<file path="src/rtl/mem_port_arbiter_pkg.sv">
// ---------------------------------------------------------------------------
// mem_port_arbiter_pkg : state encodings and port-select constants shared
// by the arbiter and the memory-port MUX_2to1 instantiation site.  Rev 1.0
// ---------------------------------------------------------------------------
`default_nettype none

package mem_port_arbiter_pkg;

  localparam int CNT_W = 4;

  typedef enum logic [1:0] {
    IDLE  = 2'd0,
    ISSUE = 2'd1,
    WAIT  = 2'd2,
    DONE  = 2'd3
  } arb_state_e;

  localparam logic SEL_IF  = 1'b0;
  localparam logic SEL_MEM = 1'b1;

  // MEM wins any contest unless IF has hit its starvation limit.
  function automatic logic pick_mem(input logic if_req,
                                    input logic mem_req,
                                    input logic if_starved);
    return mem_req && !(if_req && if_starved);
  endfunction

endpackage

`default_nettype wire

</file>
<file path="src/rtl/mem_port_arbiter.sv">
// ---------------------------------------------------------------------------
// mem_port_arbiter : shares the single-ported memory between IF and MEM,
// tracks the fixed read latency and returns completion to the owner. Rev 1.0
// ---------------------------------------------------------------------------
`default_nettype none

module mem_port_arbiter
  import mem_port_arbiter_pkg::*;
#(
  parameter int ADDR_W     = 32,
  parameter int DATA_W     = 32,
  parameter int LAT        = 2,
  parameter int STARVE_LIM = 4
) (
  input  logic              clk_i,
  input  logic              rst_i,
  input  logic              if_req_i,
  input  logic [ADDR_W-1:0] if_addr_i,
  output logic              if_gnt_o,
  output logic              if_rvalid_o,
  input  logic              mem_req_i,
  input  logic              mem_we_i,
  input  logic [ADDR_W-1:0] mem_addr_i,
  input  logic [DATA_W-1:0] mem_wdata_i,
  output logic              mem_gnt_o,
  output logic              mem_done_o,
  output logic [DATA_W-1:0] rdata_o,
  output logic              port_sel_o,
  output logic              port_en_o,
  output logic              port_we_o,
  output logic [ADDR_W-1:0] port_addr_o,
  output logic [DATA_W-1:0] port_wdata_o,
  input  logic [DATA_W-1:0] port_rdata_i
);

  localparam logic [CNT_W-1:0] LAT_INIT   = CNT_W'(LAT - 1);
  localparam logic [CNT_W-1:0] STARVE_MAX = CNT_W'(STARVE_LIM);
  localparam logic             MULTI_CYC  = (LAT > 1);

  arb_state_e        state_q, state_d;
  logic [CNT_W-1:0]  lat_cnt_q, lat_cnt_d;
  logic [CNT_W-1:0]  starve_cnt_q, starve_cnt_d;
  logic              sel_q, sel_d;
  logic              we_q, we_d;
  logic [ADDR_W-1:0] addr_q, addr_d;
  logic [DATA_W-1:0] wdata_q, wdata_d;
  logic              win_mem;

  always_ff @(posedge clk_i) begin
    if (rst_i) begin
      state_q      <= IDLE;
      lat_cnt_q    <= '0;
      starve_cnt_q <= '0;
      sel_q        <= SEL_IF;
      we_q         <= 1'b0;
      addr_q       <= '0;
      wdata_q      <= '0;
    end else begin
      state_q      <= state_d;
      lat_cnt_q    <= lat_cnt_d;
      starve_cnt_q <= starve_cnt_d;
      sel_q        <= sel_d;
      we_q         <= we_d;
      addr_q       <= addr_d;
      wdata_q      <= wdata_d;
    end
  end

  always_comb begin
    state_d      = state_q;
    lat_cnt_d    = lat_cnt_q;
    starve_cnt_d = starve_cnt_q;
    sel_d        = sel_q;
    we_d         = we_q;
    addr_d       = addr_q;
    wdata_d      = wdata_q;
    if_gnt_o     = 1'b0;
    mem_gnt_o    = 1'b0;
    port_en_o    = 1'b0;
    port_we_o    = 1'b0;
    if_rvalid_o  = 1'b0;
    mem_done_o   = 1'b0;
    win_mem      = pick_mem(if_req_i, mem_req_i, starve_cnt_q == STARVE_MAX);

    case (state_q)
      // IDLE and DONE share the arbitration step, so DONE can chain straight into ISSUE.
      IDLE, DONE: begin
        if (state_q == DONE) begin
          if_rvalid_o = (sel_q == SEL_IF);
          mem_done_o  = (sel_q == SEL_MEM);
        end
        if (!if_req_i || !win_mem) begin
          starve_cnt_d = '0;
        end else if (starve_cnt_q != STARVE_MAX) begin
          starve_cnt_d = starve_cnt_q + 1'b1;
        end
        if (if_req_i || mem_req_i) begin
          state_d = ISSUE;
          if (win_mem) begin
            sel_d   = SEL_MEM;
            addr_d  = mem_addr_i;
            we_d    = mem_we_i;
            wdata_d = mem_wdata_i;
          end else begin
            sel_d  = SEL_IF;
            addr_d = if_addr_i;
            we_d   = 1'b0;
          end
        end else begin
          state_d = IDLE;
        end
      end
      ISSUE: begin
        if_gnt_o  = (sel_q == SEL_IF);
        mem_gnt_o = (sel_q == SEL_MEM);
        port_en_o = 1'b1;
        port_we_o = we_q;
        lat_cnt_d = LAT_INIT;
        state_d   = MULTI_CYC ? WAIT : DONE;
      end
      WAIT: begin
        lat_cnt_d = lat_cnt_q - 1'b1;
        if (lat_cnt_q <= 4'd1) begin
          state_d = DONE;
        end
      end
      default: state_d = IDLE;
    endcase
  end

  assign port_sel_o   = sel_q;
  assign port_addr_o  = addr_q;
  assign port_wdata_o = wdata_q;
  assign rdata_o      = port_rdata_i;

endmodule

`default_nettype wire

</file>
<file path="config.mk">
export PLATFORM = sky130hd
export DESIGN_NAME = mem_port_arbiter
export DESIGN_NICKNAME = d
export VERILOG_FILES = /design/src/rtl/mem_port_arbiter_pkg.sv /design/src/rtl/mem_port_arbiter.sv
export SDC_FILE = /design/constraint.sdc
export NUM_CORES = 1
export LEC_CHECK = 0
export CORE_MARGIN = 1
export CORE_UTILIZATION = 40
export CTS_BUF_LIST = sky130_fd_sc_hd__clkbuf_16
export CTS_CLUSTER_DIAMETER = 50
export DETAILED_ROUTE_END_ITERATION = 10
export PLACE_DENSITY = 0.95
export SYNTH_ARGS = -nofsm -noshare
export SYNTH_HDL_FRONTEND = slang
export SYNTH_SLANG_ARGS = --single-unit
</file>
<file path="constraint.sdc">
create_clock -name clk_i -period 2.4 [get_ports clk_i]
set_input_delay 0.48 -clock clk_i [delete_from_list [all_inputs] [get_ports clk_i]]
set_output_delay 0.48 -clock clk_i [all_outputs]
set_load 0.01 [all_outputs]
</file>
======== Word level (Yosys, flattened, before mapping) ========
Index checks and enable logic that the tools add are counted.
storage, ports and cells
  register bits after elaboration ......... 76
  input port bits ......................... 133
  output and inout bits ................... 103
operators by class
  multiplexer cells ....................... 17
  eq/ne operators ......................... 6
  reductions and logical operators ........ 14
  $lt $le $gt $ge ......................... 1
  bitwise gates (word level) .............. 1
  add/sub/neg operators ................... 2
operator list
  kind                                                             number
  2-to-1 mux 32 bit                                                1
  2-to-1 mux 1 bit                                                 11
  2-to-1 mux 4 bit                                                 2
  case mux 4 bit (2 select lines)                                  1
  case mux 2 bit (3 select lines)                                  1
  adder 4 x 1 -> 4 bit (second input constant)                     1
  equality test 2 bit (second input constant)                      2
  equality test 4 x 3 -> 1 bit (second input constant)             1
  less-or-equal comparator 4 x 1 -> 1 bit (second input constant)  1
  inequality test 4 x 3 -> 1 bit (second input constant)           1
  AND reduction 2 bit                                              2
  nonzero test 2 bit                                               2
  subtractor 4 x 1 -> 4 bit (second input constant)                1
  zero test 1 bit                                                  3
  AND reduction 3 bit                                              1
  equality test 2 x 1 -> 1 bit (second input constant)             1
  logical AND 1 bit                                                2
  zero test 2 bit                                                  1
  logical OR 1 bit                                                 2
  2-to-1 mux 2 bit                                                 1
  inequality test 2 bit (second input constant)                    1
  OR reduction 2 bit                                               1
  inverter 1 bit                                                   1

======== Logic depth before layout (Yosys ltp) ========
Gate-level depths: netlist of the first run.
  depth in word-level cells ............... 8
  mapped depth ............................ 8

======== Least setup slack after synthesis of the first run ========
Ideal clock, no wire load.
  kind .................................... register to register
  start point ............................. register state_q[0]
  end point ............................... register addr_q[24] (netlist: port_addr_o[24])
  clock period less this slack ............ 1631 ps
  cell stages (with the launch flop) ...... 9
  required time ........................... 2256 ps
  slack ................................... 769 ps
  path buffers ............................ 2
  library setup time ...................... 144 ps
  arrival ................................. 1487 ps
  path through ............................ dfxtp_1 -> inv_1 -> ha_1 -> inv_2 -> o21ai_4 -> buf_6 -> buf_2 -> nor3_1 -> nor4_2
between the ends
  word-level cells in the longest chain between the ends .. 3
  elaborated cells between the ends (all ways) .. 4
  those cells by class .................... 1 x eq/ne; 3 x reduce/logical
RTL lines
  element                                                 line                    source
  start, declared                                         mem_port_arbiter.sv:40  arb_state_e state_q, state_d;
  start signal, assigned                                  mem_port_arbiter.sv:59  state_q <= state_d;
  equality test 2 bit or zero test 2 bit (tied branches)  mem_port_arbiter.sv:85  case (state_q)
  OR reduction 2 bit *                                    mem_port_arbiter.sv:85
  AND reduction 2 bit (no line) *                         --
  end signal, assigned                                    mem_port_arbiter.sv:64  addr_q <= addr_d;
  end, declared                                           mem_port_arbiter.sv:45  logic [ADDR_W-1:0] addr_q, addr_d;
Mark *: on every way between the ends. The rest lies on a longest branch, timed or not.
A chain may end at the register's enable or synchronous reset.

======== Worst setup path after layout of the first run ========
  start point ............................. register state_q[1]
  end point ............................... output port_we_o
between the ends
  word-level cells in the longest chain between the ends .. 2
RTL lines
  element                       line                    source
  equality test 2 x 1 -> 1 bit  mem_port_arbiter.sv:85
  2-to-1 mux 1 bit              mem_port_arbiter.sv:85
  end, declared                 mem_port_arbiter.sv:30  output logic port_we_o,
No other way between the ends.

==> impl_metrics.env, run 1 <==
export IMPL_yosysSeqAreaShare=0.401
export IMPL_yosys_warnings=0
export IMPL_finalCriticalPeriod_ns=2.14
export IMPL_routedWlPerCell_um=14.6
export IMPL_clock_latency_ns=0.32
export IMPL_cts_resized_gates=0
export IMPL_ant_nets=0
export IMPL_synth_edf_count=0
export IMPL_crit_buf_inv=2
export IMPL_viasPerCell=5.13
export IMPL_cp_end_kind="primary output"
export IMPL_synthTopCellsByCount="dfxtp_1 (76), nand2_1 (71), nor2_1 (44), nor3_1 (41), a21oi_1 (39)"
export IMPL_fp_row_count=35
export IMPL_hold_path_class="register to register"
export IMPL_async_flop_share=0
export IMPL_clkTransAtPathRegs_ns=0.06
export IMPL_max_slew_margin=0.685
export IMPL_max_stage_delay_ns=0.48
export IMPL_grt_overflow_total=0
export IMPL_hpwlAfterDp_mm=7.15
export IMPL_postLayoutCellArea_um2=5590
export IMPL_gp_congestion=0.727
export IMPL_path_cells="inv_1 > ha_1 > and2_1 > clkdlybuf4s50_1"
export IMPL_yosys_area_top_type="dfxtp_1"
export IMPL_slowest_stage="clkdlybuf4s50_1"
export IMPL_final_nets=702
export IMPL_crit_required_ns=1.92
export IMPL_critPathArrivalTime_ns=1.66
export IMPL_finalMaxSlewViolations=0
export IMPL_drt_pass1_iterations=4
export IMPL_synth_top_area_share=0.401
export IMPL_syn2layout_area_growth_pct=47.4
export IMPL_wirelength_met1_mm=3.90
export IMPL_routed_wl_met3_um=732
export IMPL_synthFlopType="dfxtp_1"
export IMPL_route_met2_wl_mm=5.10
export IMPL_cts_setup_buffers=0
export IMPL_cts_root_buf="clkbuf_16"
export IMPL_rsz0062_at_grt="no"
export IMPL_grt_pass1_vias=3332
export IMPL_port_buffers=171
export IMPL_coreArea_um2=9200
export IMPL_numCtsBuffers=9
export IMPL_synth_cell_area_um2=3790
export IMPL_cts_sinks=76
export IMPL_grt_pass1_wl_mm=16.0
export IMPL_synth_most_common_cell="dfxtp_1"
export IMPL_num_antenna_cells=0
export IMPL_maxUsedRoutingLayer="met4"
export IMPL_synth_cell_types=35
export IMPL_grt_max_degree=77
export IMPL_layout_drive_gt1_share=0.143
export IMPL_worstMarginPinSlew_ns=0.468
export IMPL_synthesis_instances=437
export IMPL_initial_core_util=0.413
export IMPL_layout_worst_path_cycle_share=0.891
export IMPL_synth_area_per_cell_um2=8.68
export IMPL_setup_violations=0
export IMPL_synth_nets=578
export IMPL_htreeDepth=3
export IMPL_power_density_nw_per_um2=1040
export IMPL_cts_tree="yes"
export IMPL_crit_family="buffers and inverters"
export IMPL_drt_iter0_markers=170
export IMPL_maxCapViolCount=0
export IMPL_ys_ff_latch=76
export IMPL_finalClockSkew_ns=0.00729
export IMPL_tns_ns=0
export IMPL_track_usage=0.199
export IMPL_cp_start_kind="register"
export IMPL_leakage_nw=2.00
export IMPL_vias=3471
export IMPL_crit_fanout=4
export IMPL_vdd_ir_drop_max_v=0.000673
export IMPL_crit_type="register to primary output"
export IMPL_status="complete, no violations"
export IMPL_max_freq_mhz=468
export IMPL_finalHoldViolCount=0
export IMPL_clk_path_buf_depth=2
export IMPL_die_area_um2=9880
export IMPL_die_width_um=99.4
export IMPL_drt_total_wl_mm=9.91
export IMPL_drcViolationCount=0
export IMPL_ios=236
export IMPL_die_height_um=99.4
export IMPL_antenna_found_initial=0
export IMPL_synth_area_leaders="dfxtp_1 (40%), nor4_2 (8.9%), buf_4 (7.5%)"
export IMPL_hold_buffers=0
export IMPL_placed_area_um2=5290
==> final cells by class <==
class | count | area, um2
inverters | 8 | 30.0
multi-input cells | 287 | 1760
repair buffers | 179 | 1840
clock inverters | 7 | 76.3
fillers | 785 | 3600
well taps | 111 | 139
clock buffers | 9 | 225
flip-flops and latches | 76 | 1520
==> metal layers <==
metal | vias up | track usage
met5 | - | 0
met2 | 132 | 0.351
li1 | 1702 | -
met1 | 1615 | 0.228
met3 | 22 | 0.0661
met4 | 0 | 0.0611
==> kinds of logic (layout without fill, tap and decap cells) <==
kind of cell / count (synthesis) / after routing / share of synthesized area
AO/OA/AOI/OAI: 47 / 47 / 0.0679
XOR/XNOR: 1 / 1 / 0.00231
adder cells (fa/ha/maj): 8 / 8 / 0.0264
buffers and inverters: 74 / 203 / 0.135
flip-flops: 76 / 76 / 0.401
multiplexers: 1 / 1 / 0.00264
AND/OR/NAND/NOR: 230 / 230 / 0.364
==> power by group <==
group / leakage (nW) / switching (mW) / internal [mW]
logic: 1.23 / 1.39 / 1.24
registers: 0.627 / 0.204 / 1.61
clock network: 0.144 / 0.542 / 0.811
total: 2.00 / 2.13 / 3.67
==> registers in the layout, summed over array words and instances (netlist names) <==
name          cells
lat_cnt_q         4
port_addr_o      32
port_sel_o        1
port_wdata_o     32
starve_cnt_q      4
state_q           2
we_q              1
==> final timing paths <==
check,from,end,slack [ns],cells past startpoint
worst max-delay path,state_q[1]$_SDFFE_PP0P_,port_we_o,0.26,4
worst min-delay path,port_wdata_o[9]$_SDFFE_PP0P_,port_wdata_o[9]$_SDFFE_PP0P_,0.45,2
worst max register to register,state_q[1]$_SDFFE_PP0P_,port_addr_o[3]$_SDFFE_PP0P_,0.29,7
worst min register to register,port_wdata_o[9]$_SDFFE_PP0P_,port_wdata_o[9]$_SDFFE_PP0P_,0.45,2
==> layout by cell type (no fill, tap or decap), types with 2 or more instances in the layout <==
master           instances
nand4_1                  3
nor2_1                  44
o21ai_0                  3
dfxtp_1                 76
clkinv_4                 3
nor3_2                  25
nor4_1                   5
nand2_1                 71
clkbuf_16                9
buf_12                   6
inv_1                    7
nor2b_1                  2
nor3_1                  41
nor4_2                  27
and2_1                   3
ha_1                     8
clkdlybuf4s50_1        170
a21oi_1                 39
buf_4                    2
nand3_1                  3
==> per-stage QoR <==
stage	utilization	std cells	hold slack, ns	worst slack (ns)	power [mW]
finish	0.608	677	0.453	0.262	5.80
floorplan	-	437	0.427	0.769	3.44
CTS	0.608	677	0.456	0.253	5.87
detailed placement	0.575	661	0.447	0.144	4.49
global route	0.608	677	0.475	0.0828	6.19
global placement	0.575	661	0.441	0.280	4.38
==> worst reg2reg max path, cell delays in order (launching register included) <==
cell	delay, ns
dfxtp_1	0.39
inv_1	0.09
ha_1	0.54
inv_2	0.16
o21ai_4	0.11
buf_12	0.31
nor3_1	0.15
nor4_1	0.28
(Power assumes the default switching activity.)
==> run 2, diff against run 1 <==
Settings changed: GPL_TIMING_DRIVEN set to 0.
==> impl_metrics.env, run 2 (synthesis gave the netlist of run 1 again) <==
export IMPL_finalMaxSlewViolations=0
export IMPL_cp_end_kind="primary output"
export IMPL_crit_buf_inv=2
export IMPL_layout_drive_gt1_share=0.196
export IMPL_vdd_ir_drop_max_v=0.000510
export IMPL_max_freq_mhz=466
export IMPL_max_slew_margin=0.510
export IMPL_port_buffers=201
export IMPL_cts_resized_gates=0
export IMPL_crit_fanout=4
export IMPL_clock_latency_ns=0.33
export IMPL_layout_common_cells="clkdlybuf4s50_1 (201), dfxtp_1 (76), nand2_1 (71)"
export IMPL_fp_row_count=35
export IMPL_htreeDepth=3
export IMPL_cp_start_kind="register"
export IMPL_cts_tree="yes"
export IMPL_die_width_um=99.4
export IMPL_tns_ns=0
export IMPL_grt_pass1_wl_mm=18.4
export IMPL_worstMarginPinSlew_ns=0.735
export IMPL_cts_setup_buffers=0
export IMPL_vias=3910
export IMPL_viasPerCell=5.12
export IMPL_final_nets=790
export IMPL_ant_nets=0
export IMPL_gp_congestion=0.822
export IMPL_grt_max_degree=13
export IMPL_syn2layout_area_growth_pct=64.7
export IMPL_hold_buffers=0
export IMPL_final_common_cell="clkdlybuf4s50_1"
export IMPL_ios=236
export IMPL_slowest_stage="clkdlybuf4s50_1"
export IMPL_max_stage_delay_ns=0.48
export IMPL_power_density_nw_per_um2=977
export IMPL_layout_worst_path_cycle_share=0.895
export IMPL_clkTransAtPathRegs_ns=0.06
export IMPL_coreArea_um2=9200
export IMPL_grt_pass1_vias=3892
export IMPL_rsz0062_at_grt="no"
export IMPL_track_usage=0.236
export IMPL_cts_sinks=76
export IMPL_die_area_um2=9880
export IMPL_crit_required_ns=1.92
export IMPL_grt_overflow_total=0
export IMPL_cts_root_buf="clkbuf_16"
export IMPL_drt_total_wl_mm=11.8
export IMPL_crit_family="buffers and inverters"
export IMPL_placed_cells=749
export IMPL_drcViolationCount=0
export IMPL_drt_pass1_iterations=4
export IMPL_numCtsBuffers=9
export IMPL_initial_core_util=0.413
export IMPL_num_antenna_cells=0
export IMPL_hold_path_class="register to register"
export IMPL_crit_type="register to primary output"
export IMPL_setup_violations=0
export IMPL_drt_iter0_markers=127
export IMPL_routedWlPerCell_um=15.5
export IMPL_clk_path_buf_depth=2
export IMPL_leakage_nw=2.35
export IMPL_status="complete, no violations"
export IMPL_maxCapViolCount=0
export IMPL_critPathArrivalTime_ns=1.67
export IMPL_finalClockSkew_ns=0.00804
export IMPL_path_cells="inv_1 > ha_1 > and2_1 > clkdlybuf4s50_1"
export IMPL_finalCriticalPeriod_ns=2.15
export IMPL_die_height_um=99.4
export IMPL_antenna_found_initial=0
export IMPL_hpwlAfterDp_mm=9.13
export IMPL_stdcell_count=764
export IMPL_finalHoldViolCount=0
run 2: cell types whose count changed in the layout (fill, tap and decap cells not counted), sizes merged:
cell / before / now
bufinv: 1 / 2
clkinv: 4 / 3
buf: 9 / 58
inv: 9 / 8
clkbuf: 9 / 17
clkdlybuf4s50: 170 / 201
run 2: power breakdown:
group          internal, mW  leakage (nW)  switching, mW
Combinational          1.36          1.58           1.52
Clock                 0.896         0.146          0.520
Sequential             1.61         0.627          0.197
Total                  3.87          2.35           2.23
run 2: worst paths after layout:
| check | from | slack [ns] | endpoint | cells past startpoint |
|---|---|---|---|---|
| worst max-delay path | state_q[1]$_SDFFE_PP0P_ | 0.25 | mem_gnt_o | 4 |
| worst min-delay path | port_wdata_o[29]$_SDFFE_PP0P_ | 0.45 | port_wdata_o[29]$_SDFFE_PP0P_ | 2 |
| worst max register to register | state_q[0]$_SDFFE_PP0P_ | 0.52 | port_addr_o[5]$_SDFFE_PP0P_ | 8 |
| worst min register to register | port_wdata_o[29]$_SDFFE_PP0P_ | 0.45 | port_wdata_o[29]$_SDFFE_PP0P_ | 2 |
run 2: layer usage:
| layer | routed length, um | part of all wire | vias up | global-route usage |
|---|---|---|---|---|
| met5 | 0 | 0 | - | 0 |
| met1 | 4360 | 0.37 | 1809 | 0.250 |
| met3 | 845 | 0.071 | 22 | 0.0534 |
| met2 | 6350 | 0.54 | 201 | 0.446 |
| li1 | - | - | 1878 | - |
| met4 | 264 | 0.022 | 0 | 0.101 |
run 2: tightest hold or removal path, stage by stage (launching register included):
cell and delay [ns]:
dfxtp_1 0.30, nand2_1 0.05, a21oi_1 0.05
run 2: cell type report:
| type | instances | area [um2] |
|---|---|---|
| Fill cell | 708 | 2950 |
| Inverter | 8 | 30.0 |
| Buffer | 66 | 483 |
| Clock buffer | 9 | 225 |
| Clock inverter | 6 | 80.1 |
| Tap cell | 111 | 139 |
| Multi-Input combinational cell | 287 | 1760 |
| Timing Repair Buffer | 201 | 2010 |
| Sequential cell | 76 | 1520 |
run 2: through the flow:
step                      worst slack [ns]  hold WS, ns  cell area [um2]  total power, mW   util
after CTS                            0.224        0.454             6250             6.14  0.680
after global placement               0.322        0.438             5940             4.58  0.646
after detailed placement             0.283        0.447             5940             4.72  0.646
after global routing                 0.160        0.477             6250             6.46  0.680
final                                0.252        0.453             6250             6.10  0.680
after floorplan                      0.769        0.427             3790             3.44      -
